===== src/rtl/mem_if_pkg.sv =====
// Shared types and constants for the button command mailbox (reader and writer sides).
package mem_if_pkg;

  typedef enum logic [2:0] {
    StIdle,
    StRead,
    StWait,
    StCheck,
    StPresent,
    StClear
  } rd_state_t;

  localparam logic [31:0] CMD_NONE = 32'd0;
  localparam logic [31:0] CMD_BTN0 = 32'd1;
  localparam logic [31:0] CMD_BTN1 = 32'd2;

  localparam int unsigned MAILBOX_WORD_ADDR = 1;

  // Counter width able to hold 0..n-1, never narrower than one bit.
  function automatic int unsigned cnt_width(input int unsigned n);
    return (n <= 1) ? 1 : $clog2(n);
  endfunction

endpackage


===== src/rtl/poll_timer.sv =====
// Saturating up/down counter with synchronous clear/load and a terminal-count flag.
module poll_timer #(
  parameter int unsigned    Width     = 4,
  parameter bit             CountDown = 1'b0,
  parameter logic [Width-1:0] Terminal = '0
) (
  input  logic             clk_i,
  input  logic             rst_i,
  input  logic             clear_i,
  input  logic             load_i,
  input  logic [Width-1:0] load_val_i,
  input  logic             en_i,
  output logic             tc_o
);

  logic [Width-1:0] cnt_q, cnt_d;

  assign tc_o = (cnt_q == Terminal);

  // Counting stops at the terminal value; the owner clears or reloads it.
  always_comb begin
    cnt_d = cnt_q;
    if (clear_i) begin
      cnt_d = '0;
    end else if (load_i) begin
      cnt_d = load_val_i;
    end else if (en_i && !tc_o) begin
      cnt_d = CountDown ? (cnt_q - Width'(1)) : (cnt_q + Width'(1));
    end
  end

  always_ff @(posedge clk_i) begin
    if (rst_i) begin
      cnt_q <= '0;
    end else begin
      cnt_q <= cnt_d;
    end
  end

endmodule


===== src/rtl/read_mem.sv =====
// Mailbox reader: polls a memory word, presents non-zero words as commands, then clears it.
module read_mem
  import mem_if_pkg::*;
#(
  parameter int unsigned ADDR_W        = 32,
  parameter int unsigned DATA_W        = 32,
  parameter int unsigned MAILBOX_ADDR  = MAILBOX_WORD_ADDR,
  parameter int unsigned READ_LATENCY  = 2,
  parameter int unsigned POLL_INTERVAL = 1000
) (
  input  logic              clk,
  input  logic              rst,
  output logic [ADDR_W-1:0] mem_addr,
  output logic              mem_rd_en,
  input  logic [DATA_W-1:0] mem_rdata,
  output logic              mem_we,
  output logic [DATA_W-1:0] mem_wdata,
  output logic              cmd_valid,
  output logic [DATA_W-1:0] cmd_data,
  input  logic              cmd_ready,
  output logic              busy
);

  localparam int unsigned PollW = cnt_width(POLL_INTERVAL);
  localparam int unsigned LatW  = cnt_width(READ_LATENCY);
  localparam logic [PollW-1:0]  PollLast = PollW'(POLL_INTERVAL - 1);
  localparam logic [LatW-1:0]   LatLoad  = LatW'(READ_LATENCY - 1);
  localparam logic [ADDR_W-1:0] MbAddr   = ADDR_W'(MAILBOX_ADDR);

  rd_state_t         state_q, state_d;
  logic [DATA_W-1:0] cmd_data_q, cmd_data_d;
  logic              cmd_valid_q, cmd_valid_d;
  logic              rd_en_q, rd_en_d;
  logic              we_q, we_d;
  logic [ADDR_W-1:0] addr_q, addr_d;
  logic              busy_q, busy_d;
  logic              poll_tc, lat_tc;

  poll_timer #(
    .Width     (PollW),
    .CountDown (1'b0),
    .Terminal  (PollLast)
  ) u_poll_timer (
    .clk_i      (clk),
    .rst_i      (rst),
    .clear_i    ((state_q != StIdle) || poll_tc),
    .load_i     (1'b0),
    .load_val_i ('0),
    .en_i       (state_q == StIdle),
    .tc_o       (poll_tc)
  );

  poll_timer #(
    .Width     (LatW),
    .CountDown (1'b1),
    .Terminal  ('0)
  ) u_lat_timer (
    .clk_i      (clk),
    .rst_i      (rst),
    .clear_i    (1'b0),
    .load_i     (state_q == StRead),
    .load_val_i (LatLoad),
    .en_i       (state_q == StWait),
    .tc_o       (lat_tc)
  );

  // Outputs are registered from the next state so they line up with state_q.
  always_comb begin
    state_d    = state_q;
    cmd_data_d = cmd_data_q;
    unique case (state_q)
      StIdle:    if (poll_tc) state_d = StRead;
      StRead:    state_d = StWait;
      StWait: begin
        if (lat_tc) begin
          cmd_data_d = mem_rdata;
          state_d    = StCheck;
        end
      end
      StCheck:   state_d = (cmd_data_q == DATA_W'(CMD_NONE)) ? StIdle : StPresent;
      StPresent: if (cmd_valid_q && cmd_ready) state_d = StClear;
      StClear:   state_d = StIdle;
      default:   state_d = StIdle;
    endcase
    rd_en_d     = (state_d == StRead);
    we_d        = (state_d == StClear);
    addr_d      = (rd_en_d || we_d) ? MbAddr : '0;
    cmd_valid_d = (state_d == StPresent);
    busy_d      = (state_d != StIdle);
  end

  always_ff @(posedge clk) begin
    if (rst) begin
      state_q     <= StIdle;
      cmd_data_q  <= '0;
      cmd_valid_q <= 1'b0;
      rd_en_q     <= 1'b0;
      we_q        <= 1'b0;
      addr_q      <= '0;
      busy_q      <= 1'b0;
    end else begin
      state_q     <= state_d;
      cmd_data_q  <= cmd_data_d;
      cmd_valid_q <= cmd_valid_d;
      rd_en_q     <= rd_en_d;
      we_q        <= we_d;
      addr_q      <= addr_d;
      busy_q      <= busy_d;
    end
  end

  assign mem_addr  = addr_q;
  assign mem_rd_en = rd_en_q;
  assign mem_we    = we_q;
  assign mem_wdata = '0;
  assign cmd_valid = cmd_valid_q;
  assign cmd_data  = cmd_data_q;
  assign busy      = busy_q;

endmodule


===== config.mk =====
export PLATFORM = sky130hd
export DESIGN_NAME = read_mem
export DESIGN_NICKNAME = d
export VERILOG_FILES = /design/src/rtl/mem_if_pkg.sv /design/src/rtl/poll_timer.sv /design/src/rtl/read_mem.sv
export SDC_FILE = /design/constraint.sdc
export NUM_CORES = 1
export LEC_CHECK = 0
export ABC_AREA = 0
export CAP_MARGIN = 20
export CORE_MARGIN = 2
export CORE_UTILIZATION = 50
export CTS_BUF_LIST = sky130_fd_sc_hd__clkbuf_8
export DETAILED_ROUTE_END_ITERATION = 12
export DONT_BUFFER_PORTS = 1
export GPL_TIMING_DRIVEN = 1
export MAX_ROUTING_LAYER = met4
export SYNTH_ARGS = -nofsm -noshare
export SYNTH_HDL_FRONTEND = slang
export SYNTH_HIERARCHICAL = 1
export SYNTH_SLANG_ARGS = --single-unit

===== constraint.sdc =====
create_clock -name clk -period 2.7 [get_ports clk]
set_input_delay 0.54 -clock clk [delete_from_list [all_inputs] [get_ports clk]]
set_output_delay 0.54 -clock clk [all_outputs]
set_load 0.02 [all_outputs]

Word level (Yosys, flattened, before mapping) --
Cells that the tools add are included.
Word-level totals: bits in registers 82, output and inout bits 100, word-level logic and storage cells 41
Operators by class: $add $sub $neg 2, equality and inequality tests 8, mux-type cells 8, bitwise operators 1, reduce and logical (&&, ||, !) cells 13
Operators with widths (number):
- 32-bit logical NOT | 1
- 3-bit case mux with 5 select lines | 1
- 3-bit two-way mux | 4
- 10-bit by 1-bit adder with 10-bit output, second input constant | 1
- 10-bit equality test, second input constant | 1
- 3-bit equality test, second input constant | 3
- 3-bit by 1-bit equality test with 1-bit output, second input constant | 2
- 3-bit by 2-bit equality test with 1-bit output, second input constant | 2
- 3-bit nonzero test | 2
- 1-bit logical AND | 3
- 3-bit logical NOT | 1
- 1-bit two-way mux | 3
- 1-bit logical OR | 2
- 2-bit AND reduction | 1
- 2-bit nonzero test | 1
- 2-bit OR reduction | 1
- 1-bit logical NOT | 1
- 1-bit NOT | 1
- 1-bit subtractor, second input constant | 1

Depth between registers and ports, before layout --
Gate-level depths: netlist of the first run.
depth in word-level cells 6, mapped depth 8, gate-level depth less buffers 8

Modules after synthesis --
Netlist of the first run, hierarchy kept.
Modules (own cells, without submodules):
- read_mem | instances 1, cells an instance 251, area each 2077.0 µm², seq. area each 800.8 µm²
- poll_timer (u_poll_timer) | instances 1, cells an instance 73, area each 594.3 µm², seq. area each 200.2 µm²
- poll_timer (u_lat_timer) | instances 1, cells an instance 5, area each 48.8 µm², seq. area each 20.0 µm²

Worst setup path after synthesis of the first run --
OpenSTA, ideal clock, no wires.
path type register to register, start register u_poll_timer.cnt_q[0], end register u_poll_timer.cnt_q[3], arrival time 1.815 ns, required time 2.626 ns, setup slack 0.810 ns, stages on the path, launching flop included 8, buffers on the path 0, path through dfxtp_1 -> ha_1 -> inv_1 -> nor4_4 -> nand2b_1 -> or2_2 -> or4_1 -> o21ai_0
On the way: longest elaborated chain between the ends 3, elaborated cells between the ends (all ways) 6, those cells by class 1 x add/sub; 1 x eq/ne; 4 x reduce/logical
RTL lines:
- from (decl) | RTL line poll_timer.sv:16 | logic [Width-1:0] cnt_q, cnt_d;
- from (signal assigned) | RTL line poll_timer.sv:36 | cnt_q <= cnt_d;
- 10-bit equality test (*) | RTL line poll_timer.sv:18 | assign tc_o = (cnt_q == Terminal);
- net poll_tc | RTL line read_mem.sv:37 | logic poll_tc, lat_tc;
- 1-bit logical OR or 1-bit logical NOT (tied branches) | RTL line read_mem.sv:46, poll_timer.sv:27
- 2-bit OR reduction (no source line) or 1-bit logical AND (tied branches)
Mark *: on every way through the listed nets, which the timed path passes. The rest lies on a longest branch. A chain may end at the register's enable or synchronous reset.

Final worst setup path of the first run --
Same ends and word-level chain as after synthesis.

==> results of run 1 <==
## synthesized netlist by cell type, types with 2 or more instances
| library cell | number |
|---|---|
| nand3_1 | 5 |
| conb_1 | 2 |
| buf_2 | 3 |
| a21oi_2 | 16 |
| clkbuf_1 | 6 |
| xnor2_1 | 5 |
| nor3b_1 | 2 |
| buf_6 | 2 |
| nor2_1 | 6 |
| nor3_1 | 8 |
| nand4_1 | 5 |
| or4_1 | 2 |
| nor4_1 | 9 |
| a311oi_1 | 2 |
| a21oi_1 | 26 |
| a31oi_1 | 3 |
| or3_1 | 3 |
| buf_8 | 3 |
| nand2b_1 | 2 |
| nand2_1 | 69 |
| inv_1 | 6 |
| dfxtp_1 | 51 |
| buf_4 | 64 |
| o21ai_0 | 9 |
| and2_1 | 2 |
## worst max-delay path, cell delays in order, from the launching register on
cell and delay, ns:
dfxtp_1 0.44, ha_1 0.27, inv_1 0.10, nor4_4 0.50, nand2b_1 0.18, nor2_1 0.12, and4_1 0.21, a31oi_1 0.13
o21ai_0 0.09
## cell usage in the layout, fill, tap and decap left out, types with 2 or more instances in the layout
cell type  count
nand2b_1       2
a21oi_2       16
xnor2_1        5
or4_1          2
nor2_1         6
nor4_1         9
conb_1        76
inv_1          7
and2_1         2
nand4_1        5
o21ai_0        9
a31oi_1        3
a21oi_1       26
dfxtp_1       51
clkbuf_8       5
nand2_1       69
nand3_1        5
nor3_1         8
nor3b_1        2
a311oi_1       2
buf_4          3
or3_1          3
## layer usage
metal,vias to the layer above,GRT usage (%)
met5,-,-
met4,0,4.29
met3,7,5.35
met2,98,23.9
met1,849,22.2
li1,980,-
## cell families after synthesis
| group | share of synthesized area (%) |
|---|---|
| AOI/OAI and AO/OA | 14.6 |
| xor gates and xnor gates | 1.61 |
| adders and majority gates | 0.460 |
| and+or+nand+nor | 23.0 |
| other | 0.276 |
| buffers and inverters | 22.5 |
| DFF | 37.5 |
## power breakdown
group          internal, W  switching (W)
Combinational    0.0000183      0.0000994
Clock             0.000268       0.000235
Sequential        0.000763      0.0000144
Total              0.00105       0.000349
## cell type report
| cell class | count | area share [%] |
|---|---|---|
| flip-flops and latches | 51 | 38.9 |
| clock inverters | 2 | 1.29 |
| inverters | 6 | 0.859 |
| multi-input cells | 267 | 52.1 |
| well taps | 70 | 3.34 |
| clock buffers | 5 | 2.63 |
| repair buffers | 3 | 0.859 |
## worst min-delay path by stage
stage	start	end	slack, ns	cells after the start
floorplan	u_poll_timer/cnt_q[5]$_SDFFE_PP0P_	u_poll_timer/cnt_q[5]$_SDFFE_PP0P_	0.50	2
global placement	u_poll_timer/cnt_q[5]$_SDFFE_PP0P_	u_poll_timer/cnt_q[5]$_SDFFE_PP0P_	0.53	2
detailed placement	u_poll_timer/cnt_q[5]$_SDFFE_PP0P_	u_poll_timer/cnt_q[5]$_SDFFE_PP0P_	0.54	2
CTS	rst	cmd_data[1]$_SDFFE_PP0P_	0.29	1
global route	rst	cmd_data[5]$_SDFFE_PP0P_	0.29	1
finish	rst	cmd_data[5]$_SDFFE_PP0P_	0.31	1
## flip-flops by register name, summed over array words and instances, names as in the netlist
name                count
cmd_valid               1
busy                    1
mem_addr                1
u_poll_timer/cnt_q     10
cmd_data               32
state_q                 3
mem_we                  1
u_lat_timer/cnt_q       1
mem_rd_en               1
## stage by stage
stage / hold slack (ns) / cell area (um2)
after floorplan: 0.503 / 3000
after global placement: 0.532 / 2520
after detailed placement: 0.535 / 2520
after CTS: 0.292 / 2620
after global routing: 0.287 / 2620
final: 0.305 / 2620
==> results.toml, run 1 <==
[global_route]
grt_pass1_vias = 1651
grt_pass1_wl_um = 7870
antenna_found_initial = 0
grt.total_usage_pct = 16.5
grt_start_max_net_pins = 44
grt_overflow = 0

[finish]
multi_input_area_mm2 = 0.00137
drive_gt1_share_pct = 9.58
nFillCells = 533
register_area_mm2 = 0.00102
antenna_cells = 0
area_growth_pct = -3.63
fin_util_pct = 50.7
layout.nets = 370
finalNonFillerCells = 404

[sta]
maxSlewHeadroom_pct = 65.9
finalHoldViolCount = 0
tightest_slew_ns = 0.512
skew_ns = 0.00693
fin_crit_sh_pct = 79.9
rsz0062_at_grt = "no"
setup_tns_ns = 0
fmax_mhz = 464
fin_crit_ns = 2.16
worst_slack_ns = 0.543
drv_slew = 0
setup-violations-final = 0

[worst_setup_path]
critPathArrivalTime_ns = 2.32
rr_worst_depth = 8
path_max_fanout = 10
worst_setup_path_end_kind = "flop"
r2r_start = "u_poll_timer/cnt_q[0]$_SDFFE_PP0P_"
critPathRequiredTime_ns = 2.87
start_kind = "flop"
r2r-end = "u_poll_timer/cnt_q[3]$_SDFFE_PP0P_"
reg2reg_slack_ns = 0.54
setup.worst_path.end = "u_poll_timer/cnt_q[3]$_SDFFE_PP0P_"
critical_path_class = "flop to flop"
crit_start = "u_poll_timer/cnt_q[0]$_SDFFE_PP0P_"

[drt]
wl_um = 5010
met2WireLength_um = 2220
highest_layer = "met4"
wire_per_inst_um = 12.4
num_vias = 1934
drc = 0
drt_iter0_drc = 120
antenna_left = 0
vias_per_cell = 4.79
route.layer.met1.wl_um = 2230
wl_met3_um = 515
dr.pass1.iters = 4

[clock_network]
numCtsBuffers = 5
cts_buffer_depth = 2
hold_buffers = 0
tritoncts = "yes"
cts_setup_buffers = 0
cts.sinks = 51
root_buffer = "clkbuf_8"
post_cts_resized = 0
clk_pin_slew_ns = 0.09
clk_latency_ns = 0.30
htree_levels = 2

[floorplanning]
rows = 26
die_y_um = 77.8
start_util_pct = 52.6
dieArea_mm2 = 0.00605
die_w_um = 77.8
core_region_area_mm2 = 0.00517
io_pins = 135

[synth]
synth_area_leader_cell = "dfxtp_1"
synthDistinctLibCells = 43
ys_async_sr_fraction_pct = 0
seq_area_frac_synth_pct = 37.5
synth_area_leaders = "dfxtp_1 (38%), buf_4 (18%), nand2_1 (9.5%)"
synthCells = 329
netlist_area_mm2 = 0.00272
synth_warnings = 6
synth_top_area_share_pct = 37.5
avgSynthCellArea_um2 = 8.27
synth_top_flop_cell = "dfxtp_1"
ys_seq_elements = 51
synth_edf_count = 0

[placed_design]
dpl.hpwl_um = 3630
pre_cts_ws_ns = 0.559
place_inst = 397
io_buffer_count = 0
place.gp.congestion = 0.798

[pwr]
finalPower_w = 0.00140
ir_drop_uv = 288
p_leak_nw = 0.976
powerDensity_mw_per_mm2 = 534

[hold_path]
hold_path_class = "input port to flop"

[flow_run]
maxCapViolations = 0

[status]
status = "finished clean"
No activity file was read; power rests on OpenSTA's default activity.
==> run 2, diff against run 1 <==
==> constraint.sdc (replaced) <==
create_clock -name clk -period 2.2 [get_ports clk]
set_input_delay 0.44 -clock clk [delete_from_list [all_inputs] [get_ports clk]]
set_output_delay 0.44 -clock clk [all_outputs]
set_load 0.02 [all_outputs]
==> run 2 against run 1 <==
Against the previous run: critical path depth down 1; final area up 0.86%; clock power up 24%; hold slack worse by 0.096 ns; core utilization up 0.44 points; fmax up 8.7%; worst setup slack worse by 0.33 ns; via count up 1.0%; clock skew about the same; register-to-register slack worse by 0.33 ns; first-iteration DRC count up 1.7%; non-clock buffer count up 3.
==> results.toml, run 2 (synthesis results as in run 1) <==
[sta]
setup-violations-final = 0
setup_tns_ns = 0
fin_crit_sh_pct = 90.2
drv_slew = 0
finalHoldViolCount = 0
rsz0062_at_grt = "no"
fmax_mhz = 504
fin_crit_ns = 1.98
skew_ns = 0.00706

[finish]
fin_util_pct = 51.1
finalNonFillerCells = 407
layout_commonest_cell = "conb_1"
area_growth_pct = -2.81
antenna_cells = 0
layout.nets = 373
largest_register_ff_count = 32
fin_area_mm2 = 0.00264
mostFrequentLayoutCells = "conb_1 (76), nand2_1 (69), dfxtp_1 (51)"
drive_gt1_share_pct = 10.4

[clock_network]
cts.sinks = 51
cts_buffer_depth = 2
hold_buffers = 0
post_cts_resized = 0
tritoncts = "yes"
clk_pin_slew_ns = 0.09
htree_levels = 2
cts_setup_buffers = 0
numCtsBuffers = 5
clk_latency_ns = 0.30
root_buffer = "clkbuf_8"

[pwr]
p_int_w = 0.00129
powerDensity_mw_per_mm2 = 651
switching_power_w = 0.000434
finalPower_w = 0.00172
ir_drop_uv = 335
swShare_pct = 25.2
p_clk_share_pct = 36.3
pwr-share-seq_pct = 55.4
comb_power_share_pct = 8.4
p_leak_nw = 0.991

[floorplanning]
rows = 26
dieArea_mm2 = 0.00605
core_region_area_mm2 = 0.00517
die_w_um = 77.8
die_y_um = 77.8
start_util_pct = 52.6
io_pins = 135

[global_route]
grt_overflow = 0
antenna_found_initial = 0
grt_start_max_net_pins = 44
grt_pass1_wl_um = 8070
grt_pass1_vias = 1705
grt.total_usage_pct = 17.0

[drt]
drt_iter0_drc = 122
vias_per_cell = 4.80
num_vias = 1954
drc = 0
wl_um = 5000
dr.pass1.iters = 4
wire_per_inst_um = 12.3
antenna_left = 0

[worst_setup_path]
worst_setup_path_end_kind = "flop"
critical_path_class = "flop to flop"
slowest_stage = "or4_1"
start_kind = "flop"
critPathRequiredTime_ns = 2.43
path_max_fanout = 6
critPathMaxStageDelay_ns = 0.46
crit_chain = "ha_1 -> inv_1 -> nor4_4 -> nand2b_1 -> or2_2 -> or4_1 -> o21ai_0"
critPathArrivalTime_ns = 2.21

[placed_design]
dpl.hpwl_um = 3580
dpl_cell_area_mm2 = 0.00254
io_buffer_count = 0
place.gp.congestion = 0.842
place_inst = 400

[flow_run]
maxCapViolations = 0

[hold_path]
hold_path_class = "input port to flop"

[status]
status = "finished clean"
==> run 2: cell types whose count changed in the layout (fill, tap and decap cells not counted), sizes merged <==
| cell | delta |
|---|---|
| buf | +3 |
==> run 2: worst paths after layout <==
check / to / slack, ns / cells past startpoint / start
max: u_poll_timer/cnt_q[3]$_SDFFE_PP0P_ / 0.22 / 7 / u_poll_timer/cnt_q[0]$_SDFFE_PP0P_
min: cmd_data[3]$_SDFFE_PP0P_ / 0.21 / 1 / rst
max reg2reg: u_poll_timer/cnt_q[3]$_SDFFE_PP0P_ / 0.22 / 7 / u_poll_timer/cnt_q[0]$_SDFFE_PP0P_
min reg2reg: u_poll_timer/cnt_q[1]$_SDFFE_PP0P_ / 0.55 / 2 / u_poll_timer/cnt_q[1]$_SDFFE_PP0P_
==> run 2: area by class of cell <==
cell class,instances,area [um2]
Clock buffer,5,68.8
Fill cell,513,2530
Multi-Input combinational cell,267,1370
Sequential cell,51,1020
Clock inverter,2,33.8
Tap cell,70,87.6
Timing Repair Buffer,6,45.0
Inverter,6,22.5
==> run 2: per-layer routing <==
| layer | vias to the layer above | wire, um | GRT usage (%) |
|---|---|---|---|
| met4 | 0 | 49 | 4.82 |
| met2 | 84 | 2230 | 24.8 |
| met3 | 7 | 429 | 5.35 |
| met1 | 881 | 2290 | 22.7 |
| met5 | - | 0 | - |
| li1 | 982 | - | - |
==> run 2: stage by stage <==
step           worst slack (ns)  hold WS, ns
2_1_floorplan             0.310        0.503
3_3_place_gp              0.273        0.511
3_5_place_dp              0.238        0.516
4_1_cts                   0.214        0.191
5_1_grt                  0.0828        0.181
6_report                  0.216        0.209
==> run 2: power groups by stage <==
stage / Combinational [W] / Sequential, W / Clock (W)
3_5_place_dp: 0.000139 / 0.000974 / 0
4_1_cts: 0.000140 / 0.000953 / 0.000643
5_1_grt: 0.000159 / 0.000955 / 0.000687
2_1_floorplan: 0.000233 / 0.000971 / 0
6_report: 0.000144 / 0.000953 / 0.000624
3_3_place_gp: 0.000139 / 0.000974 / 0
==> run 2: worst max-delay path: cells and delay by family (launching register included) <==
family                   cells  cell delay, ns
flip-flops                   1            0.37
buffers and inverters        1            0.13
adder cells (fa/ha/maj)      1            0.28
AND/OR/NAND/NOR              4            1.00
AO/OA/AOI/OAI                1            0.13
==> run 3, diff against run 2 <==
--- a/config.mk
+++ b/config.mk
@@ -7,13 +7,16 @@
 export LEC_CHECK = 0
 export ABC_AREA = 0
 export CAP_MARGIN = 20
+export CELL_PAD_IN_SITES_DETAIL_PLACEMENT = 1
+export CELL_PAD_IN_SITES_GLOBAL_PLACEMENT = 1
 export CORE_MARGIN = 2
-export CORE_UTILIZATION = 50
+export CORE_UTILIZATION = 46
 export CTS_BUF_LIST = sky130_fd_sc_hd__clkbuf_8
 export DETAILED_ROUTE_END_ITERATION = 12
 export DONT_BUFFER_PORTS = 1
 export GPL_TIMING_DRIVEN = 1
 export MAX_ROUTING_LAYER = met4
+export PLACE_DENSITY_LB_ADDON = 0.1
 export SYNTH_ARGS = -nofsm -noshare
 export SYNTH_HDL_FRONTEND = slang
 export SYNTH_HIERARCHICAL = 1
==> run 3 against run 2 <==
Against the previous run: combinational power is essentially flat; core utilization shrank 4.9 points; worst setup slack worse by 0.023 ns; final cell count rose by 1.7%; first-iteration DRC count down 35%; largest cell class unchanged; die area increased by 8.2%.
==> results.toml, run 3 (synthesis results as in run 1) <==
[drt]
drt_iter0_drc = 79
wl_um = 5760
num_vias = 2017
vias_per_cell = 4.87
dr.pass1.iters = 4
wire_per_inst_um = 13.9
antenna_left = 0
drc = 0

[worst_setup_path]
path_max_fanout = 6
crit_family = "simple AND/OR/NAND/NOR gates"
critical_path_class = "flop to flop"
critPathRequiredTime_ns = 2.44
slowest_stage = "or4_1"
start_kind = "flop"
critPathMaxStageDelay_ns = 0.46
crit_chain = "ha_1 -> inv_1 -> nor4_4 -> nand2b_1 -> or2_2 -> or4_1 -> o21ai_0"
worst_setup_path_end_kind = "flop"
critPathArrivalTime_ns = 2.25
path_buf_inv = 1

[pwr]
ir_drop_uv = 322
powerDensity_mw_per_mm2 = 666
p_leak_nw = 1.01

[finish]
drive_gt1_share_pct = 11.2
largest_register_ff_count = 32
layout_commonest_cell = "conb_1"
antenna_cells = 0
mostFrequentLayoutCells = "conb_1 (76), nand2_1 (69), dfxtp_1 (51)"
layout.nets = 374
area_growth_pct = -1.15

[global_route]
antenna_found_initial = 0
grt_overflow = 0
grt_pass1_wl_um = 8920
grt.total_usage_pct = 18.2
grt_start_max_net_pins = 44
grt_pass1_vias = 1779

[floorplanning]
dieArea_mm2 = 0.00654
start_util_pct = 46.8
rows = 28
die_w_um = 80.9
die_y_um = 80.9
core_region_area_mm2 = 0.00582
io_pins = 135

[clock_network]
post_cts_resized = 0
cts.sinks = 51
clk_pin_slew_ns = 0.10
cts_buffer_depth = 2
cts_setup_buffers = 0
root_buffer = "clkbuf_8"
numCtsBuffers = 5
clk_latency_ns = 0.31
htree_levels = 2
tritoncts = "yes"
hold_buffers = 0

[sta]
fin_crit_sh_pct = 91.2
rsz0062_at_grt = "no"
finalHoldViolCount = 0
tightest_slew_ns = 0.584
setup-violations-final = 0
drv_slew = 0
skew_ns = 0.00798
fin_crit_ns = 2.01
fmax_mhz = 498
worst_slack_ns = 0.193
maxSlewHeadroom_pct = 60.9
setup_tns_ns = 0

[status]
status = "finished clean"

[placed_design]
pre_cts_ws_ns = 0.188
place.gp.congestion = 0.801
dpl.hpwl_um = 4280
io_buffer_count = 0

[flow_run]
maxCapViolations = 0

[hold_path]
hold_path_class = "input port to flop"
-- run 3: area by class of cell --
type	count	area [um2]
Fill cell	744	3130
Multi-Input combinational cell	267	1370
Sequential cell	51	1020
Tap cell	75	93.8
Clock buffer	6	82.6
Timing Repair Buffer	7	65.1
Clock inverter	2	38.8
Inverter	6	22.5
-- run 3: path summary, 6_finish.rpt --
check | depth (start not counted) | to | startpoint | slack [ns]
worst min register to register | 2 | u_poll_timer/cnt_q[1]$_SDFFE_PP0P_ | u_poll_timer/cnt_q[1]$_SDFFE_PP0P_ | 0.55
worst min-delay path | 1 | cmd_data[21]$_SDFFE_PP0P_ | rst | 0.19
worst max register to register | 7 | u_poll_timer/cnt_q[3]$_SDFFE_PP0P_ | u_poll_timer/cnt_q[0]$_SDFFE_PP0P_ | 0.19
worst max-delay path | 7 | u_poll_timer/cnt_q[3]$_SDFFE_PP0P_ | u_poll_timer/cnt_q[0]$_SDFFE_PP0P_ | 0.19
-- run 3: routing by layer --
metal  vias to the layer above  global-route usage (%)  part of all wire (%)
met5                         -                       -                     0
met4                         0                    6.44                   1.4
met3                         7                    6.44                   9.6
met1                       936                    23.2                    43
met2                        88                    26.5                    46
li1                        986                       -                     -
-- run 3: stage by stage --
stage | std cells | power (W) | instance area, um2 | util (%) | hold slack, ns
floorplan | 403 | 0.00120 | 3000 | - | 0.503
global placement | 406 | 0.00111 | 2570 | 44.1 | 0.511
detailed placement | 406 | 0.00112 | 2570 | 44.1 | 0.515
CTS | 414 | 0.00181 | 2690 | 46.2 | 0.167
global route | 414 | 0.00188 | 2690 | 46.2 | 0.165
finish | 414 | 0.00179 | 2690 | 46.2 | 0.186
-- run 3: power breakdown --
group / total, W / switching, W / internal (W)
registers: 0.000954 / 0.0000173 / 0.000936
clock network: 0.000692 / 0.000317 / 0.000374
logic: 0.000146 / 0.000124 / 0.0000224
